<file path="src/rtl/bootram_bridge_pkg.sv">
// Shared types and constants for the PicoRV32-to-boot-RAM word bridge.
package bootram_bridge_pkg;

  localparam int BYTES_PER_WORD = 4;
  localparam int LANE_W         = 2;

  // Lane index of the most significant byte of a word.
  localparam logic [LANE_W-1:0] LAST_LANE = LANE_W'(BYTES_PER_WORD - 1);

  typedef enum logic [1:0] {
    IDLE = 2'd0,
    RD   = 2'd1,
    WR   = 2'd2,
    DONE = 2'd3
  } bridge_state_t;

endpackage

</file>
<file path="src/rtl/bootram_word_bridge.sv">
// Splits each 32-bit PicoRV32 memory access into four byte accesses on a
// 2^ADDR_WIDTH x 8 single-port boot RAM, little-endian lane order.
//
// Handshake: a request is taken only in IDLE, on a clock edge where
// mem_valid & sel are both high; address, data and strobes are latched then
// and the CPU side is ignored until mem_ready has pulsed high for exactly one
// cycle (DONE). mem_rdata is valid while mem_ready is high and otherwise
// holds the last captured read word. Dropping mem_valid early does not abort.
//
// RAM_LATENCY must be 1 (bypass read mode) or 2 (pipeline read mode).
// Every ram_* output is driven straight from a flop or a constant.
module bootram_word_bridge
  import bootram_bridge_pkg::*;
#(
  parameter int ADDR_WIDTH  = 11,
  parameter int RAM_LATENCY = 1
) (
  input  logic                  clk,
  input  logic                  resetn,
  input  logic                  sel,
  input  logic                  mem_valid,
  output logic                  mem_ready,
  input  logic [31:0]           mem_addr,
  input  logic [31:0]           mem_wdata,
  input  logic [3:0]            mem_wstrb,
  output logic [31:0]           mem_rdata,
  output logic                  ram_ce,
  output logic                  ram_oce,
  output logic                  ram_reset,
  output logic                  ram_wre,
  output logic [ADDR_WIDTH-1:0] ram_ad,
  output logic [7:0]            ram_din,
  input  logic [7:0]            ram_dout,
  output bridge_state_t         dbg_state
);

  localparam int WORD_AW = ADDR_WIDTH - 2;

  bridge_state_t       state, nxt_state;
  logic [LANE_W-1:0]   cnt, nxt_cnt;
  logic                rd_issue, nxt_issue;
  logic [WORD_AW-1:0]  word_addr;
  logic [31:0]         wdata_q;
  logic [3:0]          wstrb_q;

  logic                accept;
  logic [WORD_AW-1:0]  nxt_word;
  logic [31:0]         nxt_wdata;
  logic [3:0]          nxt_wstrb;

  logic                nxt_ce, nxt_wre, nxt_ready;
  logic [ADDR_WIDTH-1:0] nxt_ad;
  logic [7:0]          nxt_din;

  // Capture lane delay line: one entry per in-flight read byte.
  logic [RAM_LATENCY-1:0] cap_vld;
  logic [LANE_W-1:0]      cap_lane [RAM_LATENCY];
  logic                   capture;
  logic [LANE_W-1:0]      capture_lane;

  // Address bits outside the RAM word range are intentionally dropped.
  logic unused_addr_bits;
  assign unused_addr_bits = ^{mem_addr[31:ADDR_WIDTH], mem_addr[1:0]};

  assign accept       = (state == IDLE) && mem_valid && sel;
  assign capture      = cap_vld[RAM_LATENCY-1];
  assign capture_lane = cap_lane[RAM_LATENCY-1];

  // On acceptance the fresh request feeds the next-cycle RAM drive directly.
  assign nxt_word  = accept ? mem_addr[ADDR_WIDTH-1:2] : word_addr;
  assign nxt_wdata = accept ? mem_wdata : wdata_q;
  assign nxt_wstrb = accept ? mem_wstrb : wstrb_q;

  assign ram_oce   = 1'b1;
  assign ram_reset = 1'b0;
  assign dbg_state = state;

  // State register: FSM state, byte counter and read-issue flag.
  always_ff @(posedge clk or negedge resetn) begin
    if (!resetn) begin
      state    <= IDLE;
      cnt      <= '0;
      rd_issue <= 1'b0;
    end else begin
      state    <= nxt_state;
      cnt      <= nxt_cnt;
      rd_issue <= nxt_issue;
    end
  end

  // Next-state logic: writes walk four lanes, reads run until lane 3 lands.
  always_comb begin
    nxt_state = state;
    nxt_cnt   = cnt;
    nxt_issue = 1'b0;
    case (state)
      IDLE: begin
        if (accept) begin
          nxt_cnt   = '0;
          nxt_state = (mem_wstrb != 4'b0000) ? WR : RD;
          nxt_issue = (mem_wstrb == 4'b0000);
        end
      end
      WR: begin
        nxt_cnt = cnt + LANE_W'(1);
        if (cnt == LAST_LANE) nxt_state = DONE;
      end
      RD: begin
        if (rd_issue && (cnt != LAST_LANE)) begin
          nxt_cnt   = cnt + LANE_W'(1);
          nxt_issue = 1'b1;
        end
        if (capture && (capture_lane == LAST_LANE)) nxt_state = DONE;
      end
      DONE:    nxt_state = IDLE;
      default: nxt_state = IDLE;
    endcase
  end

  // Output logic: RAM drive and ready pulse for the cycle after this edge.
  always_comb begin
    nxt_ce    = 1'b0;
    nxt_wre   = 1'b0;
    nxt_ad    = ram_ad;
    nxt_din   = ram_din;
    nxt_ready = (nxt_state == DONE);
    case (nxt_state)
      WR: begin
        nxt_ad  = {nxt_word, nxt_cnt};
        nxt_din = nxt_wdata[{nxt_cnt, 3'b000} +: 8];
        nxt_ce  = nxt_wstrb[nxt_cnt];
        nxt_wre = nxt_wstrb[nxt_cnt];
      end
      RD: begin
        if (nxt_issue) begin
          nxt_ad = {nxt_word, nxt_cnt};
          nxt_ce = 1'b1;
        end
      end
      default: ;
    endcase
  end

  // Request latch: word address, write data and strobes held for the access.
  always_ff @(posedge clk or negedge resetn) begin
    if (!resetn) begin
      word_addr <= '0;
      wdata_q   <= '0;
      wstrb_q   <= '0;
    end else if (accept) begin
      word_addr <= mem_addr[ADDR_WIDTH-1:2];
      wdata_q   <= mem_wdata;
      wstrb_q   <= mem_wstrb;
    end
  end

  // Output registers for the RAM port and the CPU ready pulse.
  always_ff @(posedge clk or negedge resetn) begin
    if (!resetn) begin
      ram_ce    <= 1'b0;
      ram_wre   <= 1'b0;
      ram_ad    <= '0;
      ram_din   <= '0;
      mem_ready <= 1'b0;
    end else begin
      ram_ce    <= nxt_ce;
      ram_wre   <= nxt_wre;
      ram_ad    <= nxt_ad;
      ram_din   <= nxt_din;
      mem_ready <= nxt_ready;
    end
  end

  // Lane delay line: tags each issued read so its byte is captured on return.
  always_ff @(posedge clk or negedge resetn) begin
    if (!resetn) begin
      cap_vld <= '0;
      for (int i = 0; i < RAM_LATENCY; i++) cap_lane[i] <= '0;
    end else begin
      cap_vld[0]  <= (state == RD) && rd_issue;
      cap_lane[0] <= cnt;
      for (int i = 1; i < RAM_LATENCY; i++) begin
        cap_vld[i]  <= cap_vld[i-1];
        cap_lane[i] <= cap_lane[i-1];
      end
    end
  end

  // Read word assembly: returning byte lands in its lane, others hold.
  always_ff @(posedge clk or negedge resetn) begin
    if (!resetn) begin
      mem_rdata <= '0;
    end else if (capture) begin
      mem_rdata[{capture_lane, 3'b000} +: 8] <= ram_dout;
    end
  end

endmodule

</file>
<file path="config.mk">
export PLATFORM = sky130hd
export DESIGN_NAME = bootram_word_bridge
export DESIGN_NICKNAME = d
export VERILOG_FILES = /design/src/rtl/bootram_bridge_pkg.sv /design/src/rtl/bootram_word_bridge.sv
export SDC_FILE = /design/constraint.sdc
export NUM_CORES = 1
export LEC_CHECK = 0
export BUFFER_PORTS_ARGS = -buffer_cell sky130_fd_sc_hd__buf_2
export CAP_MARGIN = 20
export CORE_ASPECT_RATIO = 1.1
export CORE_MARGIN = 2
export CORE_UTILIZATION = 46
export DETAILED_ROUTE_END_ITERATION = 8
export PLACE_DENSITY = 0.8
export REMOVE_ABC_BUFFERS = 1
export SETUP_SLACK_MARGIN = 0.15
export SLEW_MARGIN = 25
export SYNTH_ARGS = -nofsm -noshare
export SYNTH_HDL_FRONTEND = slang
export SYNTH_SLANG_ARGS = --single-unit
</file>
<file path="constraint.sdc">
create_clock -name clk -period 2.2 [get_ports clk]
set_input_delay 0.33 -clock clk [delete_from_list [all_inputs] [get_ports clk]]
set_output_delay 0.33 -clock clk [all_outputs]
set_load 0.05 [all_outputs]
</file>
## Word level (Yosys, flattened, before mapping)

Index checks and enable logic that the tools add are counted.

- Add/sub/neg operators: 2
- Order comparisons: 1
- Equal/unequal tests: 10
- Shifts and indexed selects: 3
- Mux-type cells: 22
- Reduce and logical (&&, ||, !) cells: 10

Operator list:

| cell | count |
|---|---|
| 32-bit bitwise mux | 1 |
| 32-bit 2-to-1 mux | 1 |
| 8-bit by 7-bit variable shift with 32-bit output (first input constant) | 1 |
| 32-bit by 6-bit variable part select with 8-bit output | 1 |
| 8-bit by 7-bit variable part select with 32-bit output | 1 |
| 11-bit case mux with 2 select lines | 1 |
| 2-bit == test (second input constant) | 6 |
| 2-bit 2-to-1 mux | 6 |
| 11-bit 2-to-1 mux | 1 |
| 9-bit 2-to-1 mux | 1 |
| 2-bit case mux with 4 select lines | 1 |
| 5-bit negator with 7-bit output | 1 |
| 2-bit case mux with 3 select lines | 1 |
| 1-bit logical AND | 5 |
| 1-bit 2-to-1 mux | 5 |
| 2-bit by 1-bit == test with 1-bit output (second input constant) | 2 |
| 4-bit logical NOT | 1 |
| 4-bit 2-to-1 mux | 1 |
| 2-bit inequality test (second input constant) | 2 |
| 1-bit case mux with 2 select lines | 2 |
| 4-bit nonzero test | 1 |
| 2-bit by 3-bit < comparator with 1-bit output (second input constant) | 1 |
| 2-bit by 1-bit adder with 2-bit output (second input constant) | 1 |
| 1-bit binary-select mux with 2-bit select | 1 |
| 3 further kinds | 3 |

- Register bits after elaboration: 107
- Input bits: 80
- Word-level logic and storage cells: 62

## Logic depth before layout (Yosys ltp)

- Word-level depth: 8
- Gate-level depth with buffers: 11

## Worst setup path before layout

Ideal clock, no wire load.

- Path type: reg-to-reg
- From: register state[1] (netlist: dbg_state[1])
- To: register ram_ad[10]
- Data arrival time: 2642 ps
- Required time: 2075 ps
- Path slack: -567 ps
- Cell stages (with the launch flop): 11
- Period minus slack after synthesis: 2767 ps
- Path through: dfrtp_1 -> buf_4 -> nor4bb_1 -> buf_2 -> buf_2 -> a221oi_1 -> inv_1 -> ha_1 -> mux2_4 -> buf_12 -> mux2_4

- Word-level cells in the longest chain between the ends: 8
- Elaborated cells between the ends (all ways): 20
- Those cells by class: 6 x eq/ne; 9 x mux; 5 x reduce/logical

RTL lines:

| item | RTL line | RTL |
|---|---|---|
| from (decl) | bootram_word_bridge.sv:39 | `bridge_state_t state, nxt_state;` |
| from (signal assigned) | bootram_word_bridge.sv:85 | `state <= nxt_state;` |
| 2-bit logical NOT | bootram_word_bridge.sv:65, bootram_word_bridge.sv:96 |  |
| 1-bit logical AND (2 in a row) | bootram_word_bridge.sv:65 | `assign accept = (state == IDLE) && mem_valid && sel;` |
| 2-bit 2-to-1 mux | bootram_word_bridge.sv:98 | `if (accept) begin` |
| 2-bit case mux with 4 select lines * | bootram_word_bridge.sv:96 | `case (state)` |
| named net nxt_state[0] | bootram_word_bridge.sv:39 |  |
| 2-bit by 1-bit == test with 1-bit output or 2-bit == test (tied branches) | bootram_word_bridge.sv:127 | `case (nxt_state)` |
| 2-bit inequality test (no line) or 2-bit nonzero test (tied branches) | n/a |  |
| 2-bit AND reduction (no line) | n/a |  |
| to (signal assigned) | bootram_word_bridge.sv:168 | `ram_ad <= nxt_ad;` |
| to (decl) | bootram_word_bridge.sv:31 | `output logic [ADDR_WIDTH-1:0] ram_ad,` |

The timed path passes the listed nets; every way through them passes the cells marked *. The select of a mux whose other input is x is not followed.
A chain may end at the register's enable or synchronous reset.

## Worst setup path in the final report

- From: register state[1] (netlist: dbg_state[1])
- To: register ram_ad[6]

The elaborated chain is that of the path after synthesis.

==> flow_metrics.env <==
export IMPL_status="completed"
export IMPL_grt_usage_pct=20.1
export IMPL_grt_pass1_vias=3529
export IMPL_worst_path_most_repeated_cell="sky130_fd_sc_hd__mux2_4"
export IMPL_total_instance_count_after_detailed_placement=645
export IMPL_clk_root_buffer_cell="sky130_fd_sc_hd__clkbuf_8"
export IMPL_post_place_ws_ns=-0.368
export IMPL_setup_tns_ns=0
export IMPL_cp_start_kind="flip-flop"
export IMPL_clockBufferDepth=2
export IMPL_fp_dieW_microns=99.1
export IMPL_post_synth_num_cell_types=43
export IMPL_grt_antenna_before_repair=0
export IMPL_seqPwrFrac_pct=33.3
export IMPL_mappedNetlistArea_sq_um=4580
export IMPL_synth_seq_area_share_pct=58.5
export IMPL_max_cap_violations=0
export IMPL_layout_cells_most_common="sky130_fd_sc_hd__nand2_1"
export IMPL_drt_drc_violations_left=0
export IMPL_finish_instance_area_sq_um=5880
export IMPL_worst_case_setup_margin_in_the_final_layout_ns=0.0964
export IMPL_switching_share_pct=40.8
export IMPL_worst_clock_skew_ns=0.00841
export IMPL_min_period_ns=2.10
export IMPL_timing_reg2reg_setup_slack_ns=0.1
export IMPL_critPathKind="flip-flop to flip-flop"
export IMPL_final_cell_mix="134 x sky130_fd_sc_hd__nand2_1, 110 x sky130_fd_sc_hd__buf_2, 105 x sky130_fd_sc_hd__dfrtp_1"
export IMPL_wire_per_inst_microns=16.3
export IMPL_required_ns=2.44
export IMPL_dieArea_sq_um=10800
export IMPL_io_buffers=112
export IMPL_power_share_clock_pct=15.1
export IMPL_post_route_cells_drive_above_1_share_pct=37.1
export IMPL_max_clock_freq_ghz=0.475
export IMPL_detail_route_iter0_violations=123
export IMPL_chipHeight_microns=109
export IMPL_fp_coreArea_sq_um=9790
export IMPL_routabilityCongestion=0.810
export IMPL_critical_path_max_stage_delay_ns=0.47
export IMPL_grt_first_pass_wirelength_mm=17.2
export IMPL_globalRouteOverflowTotal=0
export IMPL_dr_total_vias=3547
export IMPL_start_util_pct=46.8
export IMPL_report_final_hold_viol_count=0
export IMPL_area_growth_synth_to_final_pct=28.3
export IMPL_dr_pass1_iters=6
export IMPL_worst_path_max_delay_cell="sky130_fd_sc_hd__dfrtp_2"
export IMPL_class_of_the_tightest_hold_or_removal_check="input port to flip-flop"
export IMPL_synthFlopType="sky130_fd_sc_hd__dfrtp_1"
export IMPL_final_core_utilization_pct=60.0
export IMPL_combinational_cell_fraction_of_total_power_pct=51.6
export IMPL_final_max_slew_viol_count=0
export IMPL_detailed_place_hpwl_mm=7.43
export IMPL_finalNonFillerCells=672
export IMPL_synthesis_yosys_warnings=0
export IMPL_cellPowerDensity_nw_per_um2=1500
export IMPL_num_nets_final=636
export IMPL_cts_tree="done"
export IMPL_rows=38
export IMPL_diodes=0
export IMPL_synth_area_per_cell_sq_um=11.4
export IMPL_largest_voltage_drop_on_the_vdd_net_mv=0.822
export IMPL_total_leakage_power_nw=3.14
export IMPL_worstSetupEndpointType="flip-flop"
export IMPL_tightest_slew_ns=0.555
export IMPL_worstPathCellList="nor4bb_4 > a221oi_4 > inv_2 > ha_4 > mux2_4 > mux2_4"
export IMPL_net_switching_power_mw=3.59
export IMPL_postSynthRegisterBits=107
export IMPL_grt_start_max_net_pins=47
export IMPL_place_area_sq_um=5450
export IMPL_timing_max_slew_rel_slack_pct=62.7
export IMPL_boundaryPins=138
export IMPL_syn_inst=403
export IMPL_clkLatencyLatePin_ns=0.36
export IMPL_proportion_of_synthesized_flip_flops_having_asynchronous_set_or_reset_pct=100
export IMPL_setup_violations_final=0
export IMPL_synth_edf_count=0
export IMPL_drt_total_wl_mm=10.9
export IMPL_cts_made_buffers=9
export IMPL_critical_path_arrival_ns=2.35
export IMPL_p_int_mw=5.21
export IMPL_critPathMaxFanout=7
export IMPL_final_antenna_net_count=0
export IMPL_setup_repair_after_global_routing_missed_its_margin="yes"
export IMPL_fin_crit_sh_pct=95.6
export IMPL_cts_max_level=3
export IMPL_route_detailed_vias_per_inst=5.28
export IMPL_cts_reportedPaths_clkPinSlew_ns=0.10
export IMPL_cts_sinks=107
==> registers in the layout, summed over array words and instances, names as in the netlist <==
register,count
cap_vld,1
cnt,2
dbg_state,2
ram_din,8
wstrb_q,4
mem_rdata,32
wdata_q,32
ram_ad,11
ram_wre,1
rd_issue,1
word_addr,9
cap_lane,2
ram_ce,1
mem_ready,1
==> cell families (layout without fill, tap and decap cells) <==
logic type | Yosys count | in the layout | synth area share (%)
and+or+nand+nor | 165 | 165 | 16.4
DFF | 107 | 107 | 58.5
AOI/OAI and AO/OA | 61 | 61 | 11.3
buffers and inverters | 30 | 178 | 4.04
muxes | 29 | 30 | 7.21
adders and majority gates | 9 | 9 | 2.46
other | 2 | 2 | 0.164
==> worst max-delay path, delay by kind of cell (launching register included) <==
family	cells	cell delay, ns
buffers and inverters	1	0.12
muxes	2	0.70
and+or+nand+nor	1	0.41
adders and majority gates	1	0.16
AOI/OAI and AO/OA	1	0.13
DFF	1	0.47
==> layout make-up <==
class,instances,area [sq um]
Timing Repair Buffer,151,930
Clock buffer,10,138
Tap cell,120,150
Multi-Input combinational cell,267,1840
Timing Repair inverter,1,5.00
Inverter,10,42.5
Fill cell,818,3920
Clock inverter,6,88.8
Sequential cell,107,2680
==> path summary, 6_finish.rpt <==
| kind | startpoint | depth (start not counted) | to |
|---|---|---|---|
| max | dbg_state[1]$_DFF_PN0_ | 6 | ram_ad[6]$_DFFE_PN0P_ |
| min | mem_wdata[23] | 3 | wdata_q[23]$_DFF_PN0_ |
| max reg2reg | dbg_state[1]$_DFF_PN0_ | 6 | ram_ad[6]$_DFFE_PN0P_ |
| min reg2reg | word_addr[0]$_DFF_PN0_ | 2 | word_addr[0]$_DFF_PN0_ |
| max in group asynchronous | resetn | 3 | word_addr[1]$_DFF_PN0_ |
| min in group asynchronous | resetn | 2 | mem_rdata[12]$_DFFE_PN0P_ |
==> cells in the mapped netlist (2+ instances only) <==
library cell               instances  area share [%]
sky130_fd_sc_hd__conb_1            2            0.16
sky130_fd_sc_hd__nand2_1         134              11
sky130_fd_sc_hd__inv_1             9            0.74
sky130_fd_sc_hd__nor4_1            2            0.27
sky130_fd_sc_hd__dfrtp_1         107              58
sky130_fd_sc_hd__o211ai_1          4            0.66
sky130_fd_sc_hd__nor2_1            4            0.33
sky130_fd_sc_hd__clkbuf_1          3            0.25
sky130_fd_sc_hd__a22o_1           32             6.1
sky130_fd_sc_hd__o21ai_0           2            0.22
sky130_fd_sc_hd__ha_1              9             2.5
sky130_fd_sc_hd__o221ai_1          9             1.7
sky130_fd_sc_hd__nor4b_2           3            0.98
sky130_fd_sc_hd__buf_4             5            0.82
sky130_fd_sc_hd__a31oi_1           2            0.27
sky130_fd_sc_hd__mux2i_1          18             3.9
sky130_fd_sc_hd__buf_2             7            0.76
sky130_fd_sc_hd__a21oi_1           4            0.44
sky130_fd_sc_hd__mux2_4            7             2.3
sky130_fd_sc_hd__nand2b_1         11             1.5
sky130_fd_sc_hd__mux2_2            4            0.98
sky130_fd_sc_hd__buf_6             2            0.49
sky130_fd_sc_hd__nand3_1           3            0.33
==> layer usage <==
metal  up-vias  GRT usage [%]  wire (microns)  part of all wire (%)
li1       1664              -               -                     -
met1      1737           26.4            4710                    43
met2       135           34.7            5420                    49
met3        11           3.65             714                   6.5
met4         0           5.19             106                  0.97
met5         -              0               0                     0
==> what timing repair did <==
item / 4_1_cts / 5_1_grt
pin swaps: 3 / 5
endpoints found under the hold margin: 20 / 0
gates resized for setup: 10 / 16
setup endpoints to repair: 20 / 23
gates cloned: 1 / 1
hold buffers: 1 / 0
setup buffers: 2 / 6
==> power by group through the flow <==
stage,registers (mW),clock network [mW],logic [mW]
finish,2.93,1.33,4.54
global route,2.99,1.44,4.91
CTS,2.93,1.36,4.23
detailed placement,2.96,0,4.10
global placement,2.92,0,3.95
floorplan,3.59,0,2.11
==> through the flow <==
step                      hold slack (ns)  power (mW)
final                               0.178        8.80
after global routing                0.181        9.33
after CTS                           0.165        8.51
after detailed placement            0.236        7.05
after global placement              0.232        6.87
after floorplan                    0.0344        5.70
Power figures use the tool's default switching activity.
